==> src/rtl/perf_monitor.sv <==
// perf_monitor: saturating cycle/event counters, halt-store detection and a valid/ready dump of a dmem window
module perf_monitor #(
  parameter int DATA_W = 32,
  parameter int ADDR_W = 16,
  parameter int CNT_W = 32,
  parameter int NEV = 2,
  parameter logic [DATA_W-1:0] HALT_ADDR = 32'h0000_7fff,
  parameter int DUMP_BASE = 100,
  parameter int DUMP_LEN = 100
) (
  input  logic                 clk,
  input  logic                 rst_n,
  input  logic [NEV-1:0]       ev,
  input  logic [DATA_W-1:0]    daddr,
  input  logic [DATA_W-1:0]    dwdata,
  input  logic                 dwe,
  input  logic                 clr,
  output logic [ADDR_W-1:0]    mon_addr,
  input  logic [DATA_W-1:0]    mon_rdata,
  output logic                 out_valid,
  output logic [DATA_W-1:0]    out_data,
  input  logic                 out_ready,
  output logic                 halted,
  output logic                 done,
  output logic [CNT_W-1:0]     cycles,
  output logic [NEV*CNT_W-1:0] ev_cnt,
  output logic [DATA_W-1:0]    exit_code
);
  typedef enum logic [1:0] {RUN, FETCH, SEND, DONE} state_t;
  localparam int IW = DUMP_LEN < 1 ? 1 : $clog2(DUMP_LEN + 1);
  state_t state, state_nx;
  logic [IW-1:0] idx;
  logic [NEV:0][CNT_W-1:0] cnt;
  logic [NEV:0] inc;
  logic halt_st, last, run, clr_now;
  assign halt_st = dwe && daddr == HALT_ADDR;
  assign last = idx == IW'(DUMP_LEN - 1);
  assign run = state == RUN;
  assign clr_now = clr && (run || state == DONE);
  assign inc = {ev, 1'b1};
  assign mon_addr = ADDR_W'(DUMP_BASE) + ADDR_W'(idx);
  assign out_valid = state == SEND;
  assign halted = !run;
  assign done = state == DONE;
  assign cycles = cnt[0];
  assign ev_cnt = cnt[NEV:1];
  always_comb
    state_nx = run ? (halt_st ? (DUMP_LEN == 0 ? DONE : FETCH) : RUN) :
               state == FETCH ? SEND :
               state == SEND ? (out_ready ? (last ? DONE : FETCH) : SEND) :
               (clr ? RUN : DONE);
  always_ff @(posedge clk or negedge rst_n)
    if (!rst_n) state <= RUN;
    else state <= state_nx;
  always_ff @(posedge clk or negedge rst_n)
    if (!rst_n) begin
      idx <= '0;
      exit_code <= '0;
      out_data <= '0;
    end else begin
      if (clr_now && !run) begin
        idx <= '0;
        exit_code <= '0;
      end else if (run && halt_st) exit_code <= dwdata;
      if (state == SEND && out_ready && !last) idx <= idx + 1'b1;
      if (state == FETCH) out_data <= mon_rdata;
    end
  // slot 0 is the cycle counter (always incrementing), slots 1..NEV follow ev
  always_ff @(posedge clk or negedge rst_n)
    if (!rst_n) cnt <= '0;
    else
      for (int k = 0; k <= NEV; k++)
        if (clr_now) cnt[k] <= '0;
        else if (run && !halt_st && inc[k] && !(&cnt[k])) cnt[k] <= cnt[k] + 1'b1;
endmodule

==> config.mk <==
export PLATFORM = sky130hd
export DESIGN_NAME = perf_monitor
export DESIGN_NICKNAME = d
export VERILOG_FILES = /design/src/rtl/perf_monitor.sv
export SDC_FILE = /design/constraint.sdc
export NUM_CORES = 1
export LEC_CHECK = 0
export BUFFER_PORTS_ARGS = -buffer_cell sky130_fd_sc_hd__buf_2
export CAP_MARGIN = 10
export CELL_PAD_IN_SITES_DETAIL_PLACEMENT = 0
export CELL_PAD_IN_SITES_GLOBAL_PLACEMENT = 1
export CORE_MARGIN = 2
export CORE_UTILIZATION = 41
export CTS_CLUSTER_DIAMETER = 200
export DETAILED_ROUTE_END_ITERATION = 8
export PLACE_DENSITY = 0.83
export REMOVE_ABC_BUFFERS = 1
export SLEW_MARGIN = 25
export SYNTH_ARGS = -nofsm -noshare
export SYNTH_HDL_FRONTEND = slang
export SYNTH_SLANG_ARGS = --single-unit
==> constraint.sdc <==
create_clock -name clk -period 4.2 [get_ports clk]
set_input_delay 0.42 -clock clk [delete_from_list [all_inputs] [get_ports clk]]
set_output_delay 0.42 -clock clk [all_outputs]
set_load 0.01 [all_outputs]
==> results of run 1 <==
-- worst min-delay path by stage --
stage          start                endpoint  slack [ns]  cells past startpoint
5_1_grt        rst_n  cycles[17]$_DFFE_PN0P_        0.02                      1
3_5_place_dp   rst_n  cycles[17]$_DFFE_PN0P_        0.48                      1
4_1_cts        rst_n  cycles[17]$_DFFE_PN0P_        0.01                      1
2_1_floorplan  rst_n   cycles[0]$_DFFE_PN0P_        0.12                      0
6_report       rst_n  cycles[17]$_DFFE_PN0P_       -0.03                      1
3_3_place_gp   rst_n  cycles[17]$_DFFE_PN0P_        0.49                      1
-- layer usage --
| metal | vias up | track usage [%] | wire (um) |
|---|---|---|---|
| met5 | - | 0 | 0 |
| met4 | 0 | 6.68 | 484 |
| met2 | 232 | 36.7 | 12300 |
| met3 | 32 | 6.14 | 1750 |
| met1 | 4100 | 29.9 | 11300 |
| li1 | 4012 | - | - |
-- synth_stat cells, types with 3 or more instances --
| cell type | n | area share [%] |
|---|---|---|
| o31ai_1 | 69 | 5.8 |
| o2111ai_1 | 3 | 0.29 |
| nor4_1 | 20 | 1.4 |
| nand3_1 | 45 | 2.5 |
| nand2b_1 | 19 | 1.3 |
| o31a_1 | 4 | 0.39 |
| o211ai_1 | 3 | 0.25 |
| mux2i_1 | 19 | 2.1 |
| inv_1 | 15 | 0.63 |
| xor2_1 | 3 | 0.29 |
| nor3_1 | 14 | 0.79 |
| nand2_1 | 115 | 4.8 |
| clkbuf_1 | 49 | 2.1 |
| or3_1 | 11 | 0.77 |
| mux2_2 | 32 | 4.0 |
| buf_2 | 7 | 0.39 |
| nor2b_1 | 3 | 0.21 |
| and2_1 | 4 | 0.28 |
| o21ai_1 | 7 | 0.39 |
| o21a_1 | 3 | 0.25 |
| a21oi_1 | 75 | 4.2 |
| dfrtp_1 | 169 | 47 |
| buf_4 | 21 | 1.8 |
| and3_1 | 9 | 0.63 |
| ha_1 | 10 | 1.4 |
| o21ai_0 | 44 | 2.5 |
| and4_1 | 10 | 0.98 |
| or4_1 | 67 | 5.6 |
| nand4_1 | 46 | 3.2 |
| nor2_1 | 19 | 0.80 |
-- kinds of logic after synthesis --
| family | after synthesis |
|---|---|
| AOI/OAI and AO/OA | 215 |
| xor gates and xnor gates | 3 |
| adders and majority gates | 10 |
| buffers and inverters | 92 |
| DFF | 169 |
| muxes | 51 |
| other | 1 |
| and+or+nand+nor | 395 |
-- through the flow --
stage	setup TNS (ns)	total power, uW	setup WS, ns	hold slack (ns)
after floorplan	-42.53	2780	-1.12	0.124
after global placement	0	3390	1.24	0.485
after detailed placement	0	3420	1.16	0.480
after CTS	0	5110	1.60	0.0133
after global routing	0	5330	1.38	0.0194
final	0	5060	1.61	-0.0348
-- layout make-up --
cell class | count | area, sq um | share of cell area [%]
inverters | 15 | 56.3 | 0.506
clock buffers | 17 | 425 | 3.82
diodes | 1 | 2.50 | 0.0225
clock inverters | 15 | 220 | 1.98
flip-flops and latches | 169 | 4230 | 38.0
multi-input cells | 682 | 4320 | 38.8
repair buffers | 289 | 1530 | 13.8
well taps | 275 | 344 | 3.09
-- power breakdown --
group	leakage (uW)	internal [uW]	switching [uW]
clock	0.000311	878	803
combinational	0.00238	508	911
sequential	0.00229	1830	131
total	0.00498	3210	1850
-- placed cells by master, fill, tap and decap left out, drive strengths merged, types with 8 or more instances in the layout --
cell	count
o31ai	70
and3	9
clkbuf	17
nor2	19
and4	10
nand2	115
or4	68
dfrtp	169
nand2b	19
or3	11
a21oi	75
mux2	32
nor4	21
mux2i	19
buf	289
nor3	14
o21ai	51
conb	8
nand4	46
inv	22
ha	10
nand3	45
-- flip-flops by register name (all words and copies together), names as in the netlist --
signal     count
cycles        32
ev_cnt        64
exit_code     32
idx            7
state          2
out_data      32
-- critical path, cell delays in order, from the launching register on --
cell and delay (ns):
dfrtp_1 0.43, ha_1 0.17, buf_4 0.18, and4_1 0.23
or3b_2 0.50, o211ai_1 0.66, or4_1 0.21, a21oi_1 0.06
==> results.md, run 1 <==
* Status: complete, but fails checks
* Failing checks: hold timing
* Setup bufs post-CTS at 0
* Reg-to-reg setup timing slack at 1.61 ns
* Largest family of logic cells by synthesized area: simple AND/OR/NAND/NOR gates
* CP required at between 4 and 5 ns
* Fin util at 52.6%
* Seq cells post-synth at ~170
* Root Buffer: clkbuf_16
* Yosys cell types at about 50
* Filler instances at approximately 2000
* Worst-margin pin slew at ~0.91 ns
* Total grt overflow at 0
* CP startpoint kind: flop
* Sequential-to-total area share from yosys stat at between 40% and 50%
* Final wirelength at 25800 um
* Min cycle time layout at 2.59 ns
* CTS resizes at 0
* WHS at -0.0348 ns
* Drt initial violations at roughly 380
* Number of global-route vias before repair at 7821
* Max-Cap Viols at 0
* Async SR Flop Fraction at 100%
* CTS tree: done
* # hold bufs at CTS at 0
* Layout Nets at around 1300
* Final Slew Violations at 0
* Synth Flop Type: dfrtp_1
* Synth Cell Area at 0.00892 sq mm
* Num CTS Buffers at 17
* Worst flop-to-flop path endpoint: ev_cnt[51]$_DFFE_PN0P_
* Final non-filler cell total at 1463
* Mux cell area share after synthesis at 6.17%
* F_max at 0.385 GHz
* Layout area overhead at 24.8%
* Post-synth EDFFs at 0
* All-Layer GR Usage at 22.7%
* Dpl cells at between 1000 and 1500
* Initial antenna violation count at 1
* Post-Synth Simple-Gate Area at 24.8%
* Synth Area in Compound Gates at 15.0%
* Sinks on Clock Net at 169
* Crit. End Element: flop
* Vias post-DR at 8376
* Ys Warns at 0
* Syn_area_per_cell at ~9.5 sq um
* Worst-Skew Late Latency at 0.43 ns
* PD cells at 455 mW/mm^2
* Core area at 0.0212 sq mm
* CP endpoint: ev_cnt[51]$_DFFE_PN0P_
* Routability congestion estimate at 0.785
* Residual DRC at 0
* Starting density of the core at 42.1%
* Pre-antenna DRT Iters at 7
* DR WL/cell at 17.6 um
* Arrival @ worst endpoint at 2.87 ns
* WS Path Type: flop to flop
* Maximum fanout along the worst path at 12
* Layout cell share with drive strength beyond 1 at between 30% and 40%
* Cell Rows at 53
* Placement Cell Area at roughly 0.010 sq mm
* Final ANT Viol Nets at 0
* Via density at approximately 5.7
* Leakage at 0.00498 uW
* Die X at around 150 um
* Hold WC Path Type: input pin to asynchronous set/reset pin
* R2R depth at 7
* Post-route cell area at 0.0111 sq mm
* Final hold violations at 11
* Relative slew slack at slightly below 40%
* Final period util at slightly above 60%
* Post-Synth XOR/XNOR Area at 0.295%
* Peak supply drop at 0.337 mV
* Largest net degree at the start of global routing at 136
* Clock Tree Buf Depth at 2
* CP Launch Point: ev_cnt[32]$_DFFE_PN0P_
* PortBufs at 273
* Die Area at 0.0229 sq mm
* Setup-failing EPs final at 0
* Die H at 151 um
* Cells after synthesis at 936
* RSZ-0062 raised after global routing: no
* CTS H-Tree Depth at 4
* Synthesized-area fraction occupied by adder cells at 1.40%
* Post-DP HPWL at approximately 18000 um
* # IOs at 282
* Clk pin slew, worst setup/hold paths at 0.08 ns
* First-pass GRT wire length at 41200 um
* Worst R2R Start: ev_cnt[32]$_DFFE_PN0P_
* Worst-case clock skew at 0.0147 ns
Power figures use the tool's default switching activity.
==> inputs of run 2 (changes only) <==
--- a/config.mk
+++ b/config.mk
@@ -10,10 +10,10 @@
 export CELL_PAD_IN_SITES_DETAIL_PLACEMENT = 0
 export CELL_PAD_IN_SITES_GLOBAL_PLACEMENT = 1
 export CORE_MARGIN = 2
-export CORE_UTILIZATION = 41
+export CORE_UTILIZATION = 35
 export CTS_CLUSTER_DIAMETER = 200
 export DETAILED_ROUTE_END_ITERATION = 8
-export PLACE_DENSITY = 0.83
+export PLACE_DENSITY = 0.75
 export REMOVE_ABC_BUFFERS = 1
 export SLEW_MARGIN = 25
 export SYNTH_ARGS = -nofsm -noshare
==> constraint.sdc (replaced) <==
create_clock -name clk -period 2.25 [get_ports clk]
set_input_delay 0.225 -clock clk [delete_from_list [all_inputs] [get_ports clk]]
set_output_delay 0.225 -clock clk [all_outputs]
set_load 0.01 [all_outputs]
==> results.md, run 2 (synthesized netlist as in run 1, its figures left out) <==
* Status: finished clean (was complete, but fails checks)
* Initial antenna violation count at 1 (unchanged)
* Cell Rows at 58 (was 53)
* Reg-to-reg setup timing slack at 0.12 ns (was 1.61 ns)
* Arrival @ worst endpoint at 2.46 ns (was 2.87 ns)
* Maximum fanout along the worst path at 10 (was 12)
* Core area at 0.0251 sq mm (was 0.0212 sq mm)
* Peak supply drop at 0.580 mV (was 0.337 mV)
* Final Slew Violations at 0 (unchanged)
* DR WL/cell at 17.1 um (was 17.6 um)
* Most common cell after layout, fill and taps aside: buf_2 (unchanged)
* Drt initial violations at 617 (was 382)
* Clock Tree Buf Depth at 2 (unchanged)
* Crit. End Element: flop (unchanged)
* Sinks on Clock Net at 169 (unchanged)
* Min cycle time layout at 2.13 ns (was 2.59 ns)
* Final period util at 94.8% (was 61.8%)
* CP Launch Point: ev_cnt[0]$_DFFE_PN0P_ (was ev_cnt[32]$_DFFE_PN0P_)
* CTS H-Tree Depth at 4 (unchanged)
* CP endpoint: ev_cnt[26]$_DFFE_PN0P_ (was ev_cnt[51]$_DFFE_PN0P_)
* Die X at 164 um (was 151 um)
* Worst-margin pin slew at 0.645 ns (was 0.913 ns)
* Residual DRC at 0 (unchanged)
* All-Layer GR Usage at 20.7% (was 22.7%)
* Dpl cells at 1557 (was 1430)
* Leakage at 0.00557 uW (was 0.00498 uW)
* Worst-case clock skew at 0.0129 ns (was 0.0147 ns)
* Num CTS Buffers at 17 (unchanged)
* Die H at 164 um (was 151 um)
* Post-DP HPWL at 19900 um (was 17900 um)
* Largest net degree at the start of global routing at 75 (was 136)
* Number of global-route vias before repair at 8478 (was 7821)
* Clk pin slew, worst setup/hold paths at 0.07 ns (was 0.08 ns)
* Relative slew slack at 57.0% (was 39.1%)
* Root Buffer: clkbuf_16 (unchanged)
* F_max at 0.469 GHz (was 0.385 GHz)
* PD cells at 809 mW/mm^2 (was 455 mW/mm^2)
* CP startpoint kind: flop (unchanged)
* Layout cell share with drive strength beyond 1 at 34.1% (was 30.7%)
* Worst-Skew Late Latency at 0.44 ns (was 0.43 ns)
* Final non-filler cell total at 1629 (was 1463)
* Final wirelength at 27900 um (was 25800 um)
* Setup-failing EPs final at 0 (unchanged)
* Layout area overhead at 38.1% (was 24.8%)
* RSZ-0062 raised after global routing: no (unchanged)
* Placement Setup Slack at -0.227 ns (was 1.16 ns)
* Starting density of the core at 35.5% (was 42.1%)
* Hold WC Path Type: input pin to flop (was input pin to asynchronous set/reset pin)
* WS Path Type: flop to flop (unchanged)
* Setup WS post-layout at 0.118 ns (was 1.61 ns)
* Largest register FFs at 64 (unchanged)
* Total grt overflow at 0 (unchanged)
* Pre-antenna DRT Iters at 5 (was 7)
* Final hold violations at 0 (was 11)
* Layout Nets at 1398 (was 1287)
* Final ANT Viol Nets at 0 (unchanged)
* Most frequent cells in the layout: buf_2, dfrtp_1, nand2_1, a21oi_1, buf_4 (was buf_2, dfrtp_1, nand2_1, a21oi_1, o31ai_1)
* Max-Cap Viols at 0 (unchanged)
* Worst flop-to-flop path endpoint: ev_cnt[26]$_DFFE_PN0P_ (was ev_cnt[51]$_DFFE_PN0P_)
* PortBufs at 273 (unchanged)
* Worst R2R Start: ev_cnt[0]$_DFFE_PN0P_ (was ev_cnt[32]$_DFFE_PN0P_)
* R2R depth at 7 (unchanged)
* Die Area at 0.0268 sq mm (was 0.0229 sq mm)
* Routability congestion estimate at 0.799 (was 0.785)
* # IOs at 282 (unchanged)
* CP required at 2.58 ns (was 4.47 ns)
* Via density at 5.41 (was 5.73)
* Vias post-DR at 8816 (was 8376)
* CTS tree: done (unchanged)
* First-pass GRT wire length at 44400 um (was 41200 um)
## run 2: critical path, stage by stage, from the launching register on
cell and delay [ns]:
dfrtp_1 0.37, ha_1 0.19, nand4_1 0.13, or4_4 0.60, o31ai_4 0.30, buf_4 0.22
nor4_1 0.06, o21a_1 0.17
## run 2: final cells by class
class	count	area, sq um
clock buffer	17	425
fill	2392	12800
tap	330	413
clock inverter	15	191
inverter	15	56.3
timing repair buffer	400	2670
antenna	1	2.50
sequential	169	4230
multi-input combinational	682	4330
## run 2: how the worst min path moves through the flow
stage,to,slack (ns),cells after the start,start
after floorplan,cycles[0]$_DFFE_PN0P_,-0.07,0,rst_n
after global placement,cycles[16]$_DFFE_PN0P_,0.28,1,rst_n
after detailed placement,cycles[16]$_DFFE_PN0P_,0.28,1,rst_n
after CTS,out_data[25]$_DFFE_PN0P_,0.0007,2,mon_rdata[25]
after global routing,out_data[2]$_DFFE_PN0P_,0.002,2,mon_rdata[2]
final,exit_code[15]$_DFFE_PN0P_,0.02,3,dwdata[15]
## run 2: layer usage
| layer | GRT usage [%] | wire (um) | up-vias |
|---|---|---|---|
| met3 | 4.39 | 1700 | 37 |
| met2 | 34.9 | 13500 | 270 |
| met4 | 5.90 | 522 | 0 |
| li1 | - | - | 4231 |
| met5 | 0 | 0 | - |
| met1 | 26.9 | 12100 | 4278 |
## run 2: what timing repair did
| action | CTS | global route |
|---|---|---|
| setup buffers | 0 | 3 |
| endpoints found under the setup margin | 0 | 18 |
| endpoints found under the hold margin | 85 | 4 |
| hold buffers | 32 | 4 |
| resized for setup | 0 | 3 |
## run 2: through the flow
step	utilization, %	hold WS (ns)	area [sq um]	setup TNS, ns	total power, uW
2_1_floorplan	-	-0.0706	8570	-274.42	5200
3_3_place_gp	45.0	0.279	11300	-17.70	6900
3_5_place_dp	45.0	0.277	11300	-19.70	6960
4_1_cts	48.8	0.000728	12200	0	10100
5_1_grt	49.0	0.00188	12300	0	10500
6_report	49.1	0.0157	12300	0	9970
## run 2: power breakdown
part | switching, uW | internal (uW)
sequential | 210 | 3410
clock | 1520 | 1530
combinational | 1870 | 1430
total | 3590 | 6370
